**src/rtl/add_pipe.sv**
```systemverilog
// Pipelined two's-complement adder/subtractor: one CHUNK-bit slice is resolved per stage and
// the inter-slice carry is registered. Valid/ready flow control lets empty stages fill under a stall.
module add_pipe #(
  parameter int WIDTH  = 16,
  parameter int STAGES = 4
) (
  input  logic             clk,
  input  logic             rst,
  input  logic             in_valid,
  output logic             in_ready,
  input  logic [WIDTH-1:0] a,
  input  logic [WIDTH-1:0] b,
  input  logic             cin,
  input  logic             sub,
  output logic             out_valid,
  input  logic             out_ready,
  output logic [WIDTH-1:0] s,
  output logic             cout,
  output logic             of
);
  localparam int CHUNK = WIDTH / STAGES;

  logic [WIDTH-1:0]  beff;
  logic              ceff;
  logic [STAGES-1:0] v_all;
  logic [STAGES-1:0] rdy;

  assign beff = sub ? ~b : b;
  assign ceff = sub ? ~cin : cin;

  for (genvar i = 0; i < STAGES; i++) begin : g_stage
    localparam int CW = WIDTH - i * CHUNK;  // operand bits not yet consumed on entry to stage i

    logic [CW-1:0]          a_cur;
    logic [CW-1:0]          b_cur;
    logic                   c_cur;
    logic                   v_cur;
    logic [CHUNK:0]         sum;
    logic [(i+1)*CHUNK-1:0] r_next;
    logic [(i+1)*CHUNK-1:0] r_q;
    logic                   v_q;
    logic                   c_q;

    // A stage loads when it is empty or every stage downstream of it can advance.
    assign rdy[i]   = out_ready | ~(&v_all[STAGES-1:i]);
    assign v_all[i] = v_q;
    assign sum      = {1'b0, a_cur[CHUNK-1:0]} + {1'b0, b_cur[CHUNK-1:0]}
                    + {{CHUNK{1'b0}}, c_cur};

    if (i == 0) begin : g_first
      assign a_cur  = a;
      assign b_cur  = beff;
      assign c_cur  = ceff;
      assign v_cur  = in_valid;
      assign r_next = sum[CHUNK-1:0];
    end else begin : g_next
      assign a_cur  = g_stage[i-1].g_fwd.a_q;
      assign b_cur  = g_stage[i-1].g_fwd.b_q;
      assign c_cur  = g_stage[i-1].c_q;
      assign v_cur  = g_stage[i-1].v_q;
      assign r_next = {sum[CHUNK-1:0], g_stage[i-1].r_q};
    end

    // NOTE: non-blocking assignments make every stage sample its predecessor's pre-edge value.
    always_ff @(posedge clk or posedge rst) begin
      if (rst) begin
        v_q <= 1'b0;
        c_q <= 1'b0;
        r_q <= '0;
      end else if (rdy[i]) begin
        v_q <= v_cur;
        if (v_cur) begin
          c_q <= sum[CHUNK];
          r_q <= r_next;
        end
      end
    end

    if (i < STAGES - 1) begin : g_fwd
      logic [CW-CHUNK-1:0] a_q;
      logic [CW-CHUNK-1:0] b_q;

      // NOTE: the unprocessed operand slices carry no reset; the stage valid bit alone qualifies them.
      always_ff @(posedge clk) begin
        if (rdy[i] && v_cur) begin
          a_q <= a_cur[CW-1:CHUNK];
          b_q <= b_cur[CW-1:CHUNK];
        end
      end
    end else begin : g_last
      logic of_q;

      // The top slice still holds the operand sign bits, so overflow is resolved here.
      always_ff @(posedge clk or posedge rst) begin
        if (rst) begin
          of_q <= 1'b0;
        end else if (rdy[i] && v_cur) begin
          of_q <= (a_cur[CW-1] == b_cur[CW-1]) && (sum[CHUNK-1] != a_cur[CW-1]);
        end
      end
    end
  end

  assign in_ready  = rdy[0];
  assign out_valid = g_stage[STAGES-1].v_q;
  assign s         = g_stage[STAGES-1].r_q;
  assign cout      = g_stage[STAGES-1].c_q;
  assign of        = g_stage[STAGES-1].g_last.of_q;

endmodule
```
**config.mk**
```make
export PLATFORM = sky130hd
export DESIGN_NAME = add_pipe
export DESIGN_NICKNAME = d
export VERILOG_FILES = /design/src/rtl/add_pipe.sv
export SDC_FILE = /design/constraint.sdc
export NUM_CORES = 1
export LEC_CHECK = 0
export ABC_AREA = 1
export BUFFER_PORTS_ARGS = -buffer_cell sky130_fd_sc_hd__buf_4
export CORE_UTILIZATION = 25
export DETAILED_ROUTE_END_ITERATION = 7
export PLACE_DENSITY_LB_ADDON = 0.1
export SETUP_SLACK_MARGIN = 0.4
export SYNTH_ARGS = -nofsm -noshare
export SYNTH_HDL_FRONTEND = slang
export SYNTH_SLANG_ARGS = --single-unit
export TNS_END_PERCENT = 100
```
**constraint.sdc**
```tcl
create_clock -name clk -period 1.86 [get_ports clk]
set_clock_uncertainty 0.2 [all_clocks]
set_input_delay 0.186 -clock clk [delete_from_list [all_inputs] [get_ports clk]]
set_output_delay 0.186 -clock clk [all_outputs]
set_load 0.01 [all_outputs]
```
## Word level (Yosys, flattened, before mapping)

Index checks and enable logic that the tools add are counted.

| word-level totals | value |
|---|---|
| input port bits | 38 |
| output and inout bits | 20 |
| flip-flop bits (word level) | 97 |

| operators by class | value |
|---|---|
| multiplexer cells | 2 |
| bitwise gates (word level) | 10 |
| reduce and logical (&&, ||, !) cells | 12 |
| add/subtract/negate cells | 8 |
| equality and inequality tests | 2 |

Operators with widths:

| operator | number |
|---|---|
| $add A4 B4 Y5 | 4 |
| $add A5 B1 Y5 | 4 |
| $mux W16 | 1 |
| $not A16 Y16 | 1 |
| $reduce_and A2 Y1 | 5 |
| $logic_and A1 B1 Y1 | 5 |
| $not A1 Y1 | 5 |
| $or A1 B1 Y1 | 4 |
| $reduce_and A4 Y1 | 1 |
| $reduce_and A3 Y1 | 1 |
| $eq A1 B1 Y1 | 1 |
| $mux W1 | 1 |
| $ne A1 B1 Y1 | 1 |

## Depth between registers and ports, before layout

| depth | value |
|---|---|
| word-level depth | 4 |
| mapped depth | 10 |

## Worst setup path before layout

OpenSTA, ideal clock, no wires.

| timing | value |
|---|---|
| path type | input port to flip-flop |
| from | in sub |
| to | reg g_stage[0].c_q |
| data arrival time | 1.805 ns |
| cell stages on the path | 9 |
| path buffers | 2 |
| data required time | 1.488 ns |
| slack | -0.317 ns |
| path through | buf_2 -> buf_4 -> xor2_1 -> fa_1 -> fa_1 -> nand3_1 -> nand2_1 -> nand2_1 -> o21ai_0 |

| between the ends | value |
|---|---|
| word-level cells in the longest chain between the ends | 3 |

Ends and longest elaborated chain:

| element | RTL line | text |
|---|---|---|
| start, declared | 14 | `input logic sub,` |
| $mux W16 | 28 | `assign beff = sub ? ~b : b;` |
| $add A4 B4 Y5 | 47 | `assign sum = {1'b0, a_cur[CHUNK-1:0]} + {1'b0, b_cur[CHUNK-1:0]}` |
| $add A5 B1 Y5 * | 48 | `+ {{CHUNK{1'b0}}, c_cur};` |
| end signal, assigned | 73 | `c_q <= sum[CHUNK];` |
| end, declared | 42 | `logic c_q;` |

Every way passes the cells marked *; elsewhere a longest branch is shown, timed or not.
A chain may end at the register's enable or synchronous reset.

## Worst setup path after layout

| timing | value |
|---|---|
| from | reg g_stage[2].c_q |
| to | reg g_stage[3].c_q, in the netlist cout |

| between the ends | value |
|---|---|
| word-level cells in the longest chain between the ends | 1 |

Ends and longest elaborated chain:

| element | RTL line |
|---|---|
| start, declared | 42 |
| start signal, assigned | 73 |
| $add A5 B1 Y5 | 48 |
| end signal, assigned | 73 |
| end, declared | 42 |

No other way between the ends.

==> metrics <==
fin crit period=1730 ps; Post-Syn Area=0.00405 mm²; DR WL/cell=11.5 µm; CTS clk-pin slew, worst paths=70 ps; RR Endpoint=cout; Ys Warns=0; Worst Path Buf+Inv=0; core area=0.0158 mm²; CP peak stage delay=420 ps; cell repeated most along the worst path=nand2_1; Seq/Total Area, Yosys=65.9%; Leakage Power=2.66 nW; leading area contributor after synthesis=edfxtp_1; Final period util=93.2%; Psw=0.00196 W; largest cells by area after synthesis=edfxtp_1, dfrtp_1, nand2_1; worst path cell trace=fa_2, fa_2, nand3_1, nand2_1, nand2_1, nand2_1; crit start category=flop; # rows=46; ANT nets after route=0; Starting Density=25.6%; Comb power frac=26.2%; DPL Wire Length=5.10 mm; Multi-input gate area=0.00152 mm²; # placed instances=612; PwrDens=1140 mW/mm²; R2R depth=6; Congestion Overflow GR=0; TritonCTS clock tree=yes; initial antenna violation count=0; placed standard-cell area=0.00485 mm²; Max Fanout on Critical Path=2; number of diodes=0; vias in the first global route=2,668; peak supply drop=0.469 mV; Tot GR Track Use=10.1%; Req. time, crit path=1910 ps; Hold Path Class=input port to flop; status=complete, but fails checks; DR DRC count=0; pin count of the biggest net entering global routing=32; Final Hold Vio Count=1; syn nets=397; synthesized flop and latch total=97; fin nets=519; Mean Syn Cell Area=11.9 µm²; CP Capture Type=flop; first-pass GRT wire length=12.7 mm; final setup vio count=0; die area=0.0167 mm²; Setup crit end=cout; Top delay family on crit path=adder cells; mean number of vias per cell=3.77; Max stage delay cell, worst path=fa_2; Total Routed Length=7.85 mm; ratio of cells with drive above 1 in the final layout=37.6%; Async SR Flop Fraction=50.5%; vias post-DR=2,572; Worst-Margin Slew=612 ps; clk_lat worst skew=350 ps; Register Area=0.00267 mm²; port bufs=57; Area Growth Syn to Fin=48.2%; Die Wd=129 µm; fmax=577 MHz; Primary FF master, synth=dfrtp_1; DP Worst Slack=-39.3 ps; area share of the largest cell type after synthesis=35.6%; failing checks=negative hold slack; fin worst setup slack=127 ps; Cell variety after synth=26; TritonRoute pass-1 iters=4; Sink Count=97; Syn Inst Count=339; Rel. slew slack=59.1%; internal power=0.00486 W; kind of critical path=flop to flop; WP data arrival=1780 ps; start point of the critical path=g_stage[2].c_q; R2R Path Start=g_stage[2].c_q; Fin Hold WS=-10.7 ps; Routability Congestion=0.697; # IOs=58; maxcap violations=0; r2r setup slk=130 ps; Layout Cells excl Fill=682; worst-case clock buffer depth=2; Fill cells=1,558; fin. max-slew vios=0; CTS H-Tree Depth=3; Die H=129 µm; cell area after layout=0.00600 mm²; Post-synth EDFFs=48; switch share=28.7%; Reg power frac=44.2%; Root Driver=clkbuf_16; total CTS buffers=9; clock share of power=29.7%; 1st-iter DRT viols=42; CP Depth=6; RSZ-0062 raised after global routing=yes
-- logic make-up (layout without fill, tap and decap cells) --
kind of cell,Yosys count,count (layout),share of synthesized area [%]
xor gates and xnor gates,21,21,4.54
buffers and inverters,29,155,3.21
AOI/OAI and AO/OA,26,26,3.49
adders and majority gates,20,20,7.66
DFF,97,97,65.9
and+or+nand+nor,146,147,15.2
-- Yosys cell counts (3+ instances only) --
master and instances:
nand2_1 120, dfrtp_1 49, edfxtp_1 48, inv_1 20, xor2_1 19, o21ai_0 16
nand3_1 13, ha_1 12, fa_1 8, a21oi_1 7, buf_2 4, nand3b_1 3
nor2_1 3
-- worst min-delay path by stage --
stage / slack (ps) / to / depth (start not counted) / from
global route: 1 / out_valid / 4 / out_ready
global placement: 110 / g_stage[2].v_q / 2 / rst
CTS: 60 / g_stage[0].r_q[1] / 4 / a[1]
floorplan: 20 / cout / 1 / rst
finish: -10 / out_valid / 4 / out_ready
detailed placement: 110 / g_stage[2].v_q / 2 / rst
-- placed cells by master (no fill, tap or decap), types with 8 or more instances in the layout --
cell type and n:
buf_4 66, buf_6 13, clkbuf_16 12, dfrtp_1 48, dlygate4sd3_1 26, edfxtp_1 48, fa_2 8, ha_1 11
inv_1 12, inv_2 8, nand2_1 101, nand2_2 15, nand3_2 8, o21ai_1 9, xor2_1 15
-- flip-flops by register name (all words and copies together), names as in the netlist --
register	count
g_stage.g_fwd.b_q	24
s	16
out_valid	1
g_stage.c_q	3
of	1
g_stage.g_fwd.a_q	24
cout	1
g_stage.r_q	24
g_stage.v_q	3
-- through the flow --
stage	utilization, %	TNS [ps]	power, W
finish	37.9	0	0.00682
global route	37.9	0	0.00727
CTS	35.4	0	0.00664
detailed placement	30.7	-61.4	0.00443
global placement	30.7	-1.20	0.00441
floorplan	-	-296	0.00385
-- layer usage --
| layer | share of wire (%) | global-route usage (%) | up-vias |
|---|---|---|---|
| li1 | - | - | 1356 |
| met1 | 48 | 13.3 | 1157 |
| met2 | 45 | 14.7 | 48 |
| met3 | 4.3 | 2.68 | 11 |
| met4 | 2.5 | 6.02 | 0 |
| met5 | 0 | 0 | - |
-- layout make-up --
| class | count | area share (%) |
|---|---|---|
| Timing Repair Buffer | 114 | 18.1 |
| Clock buffer | 9 | 3.75 |
| Clock inverter | 7 | 1.71 |
| Multi-Input combinational cell | 214 | 25.4 |
| Inverter | 23 | 1.75 |
| Timing Repair inverter | 2 | 0.334 |
| Tap cell | 216 | 4.50 |
| Sequential cell | 97 | 44.5 |
-- power groups by stage --
stage	clock network [W]	registers, W	logic (W)
after floorplan	0	0.00308	0.000771
after global placement	0	0.00305	0.00136
after detailed placement	0	0.00305	0.00139
after CTS	0.00210	0.00300	0.00154
after global routing	0.00217	0.00308	0.00202
final	0.00203	0.00301	0.00178
-- what timing repair did --
| action | 4_1_cts | 5_1_grt |
|---|---|---|
| pin swaps | 14 | 16 |
| buffers inserted | 11 | 11 |
| hold endpoints to repair | 55 | 0 |
| gates resized for setup | 16 | 59 |
| gates cloned | 0 | 6 |
| endpoints found under the setup margin | 43 | 94 |
| hold buffers | 27 | 0 |
-- worst register-to-register path: cells and delay by family, from the launching register on --
kind / cells / cell delay [ps]
DFF: 1 / 400
and+or+nand+nor: 4 / 240
adders and majority gates: 2 / 780
No activity file was read; power rests on OpenSTA's default activity.
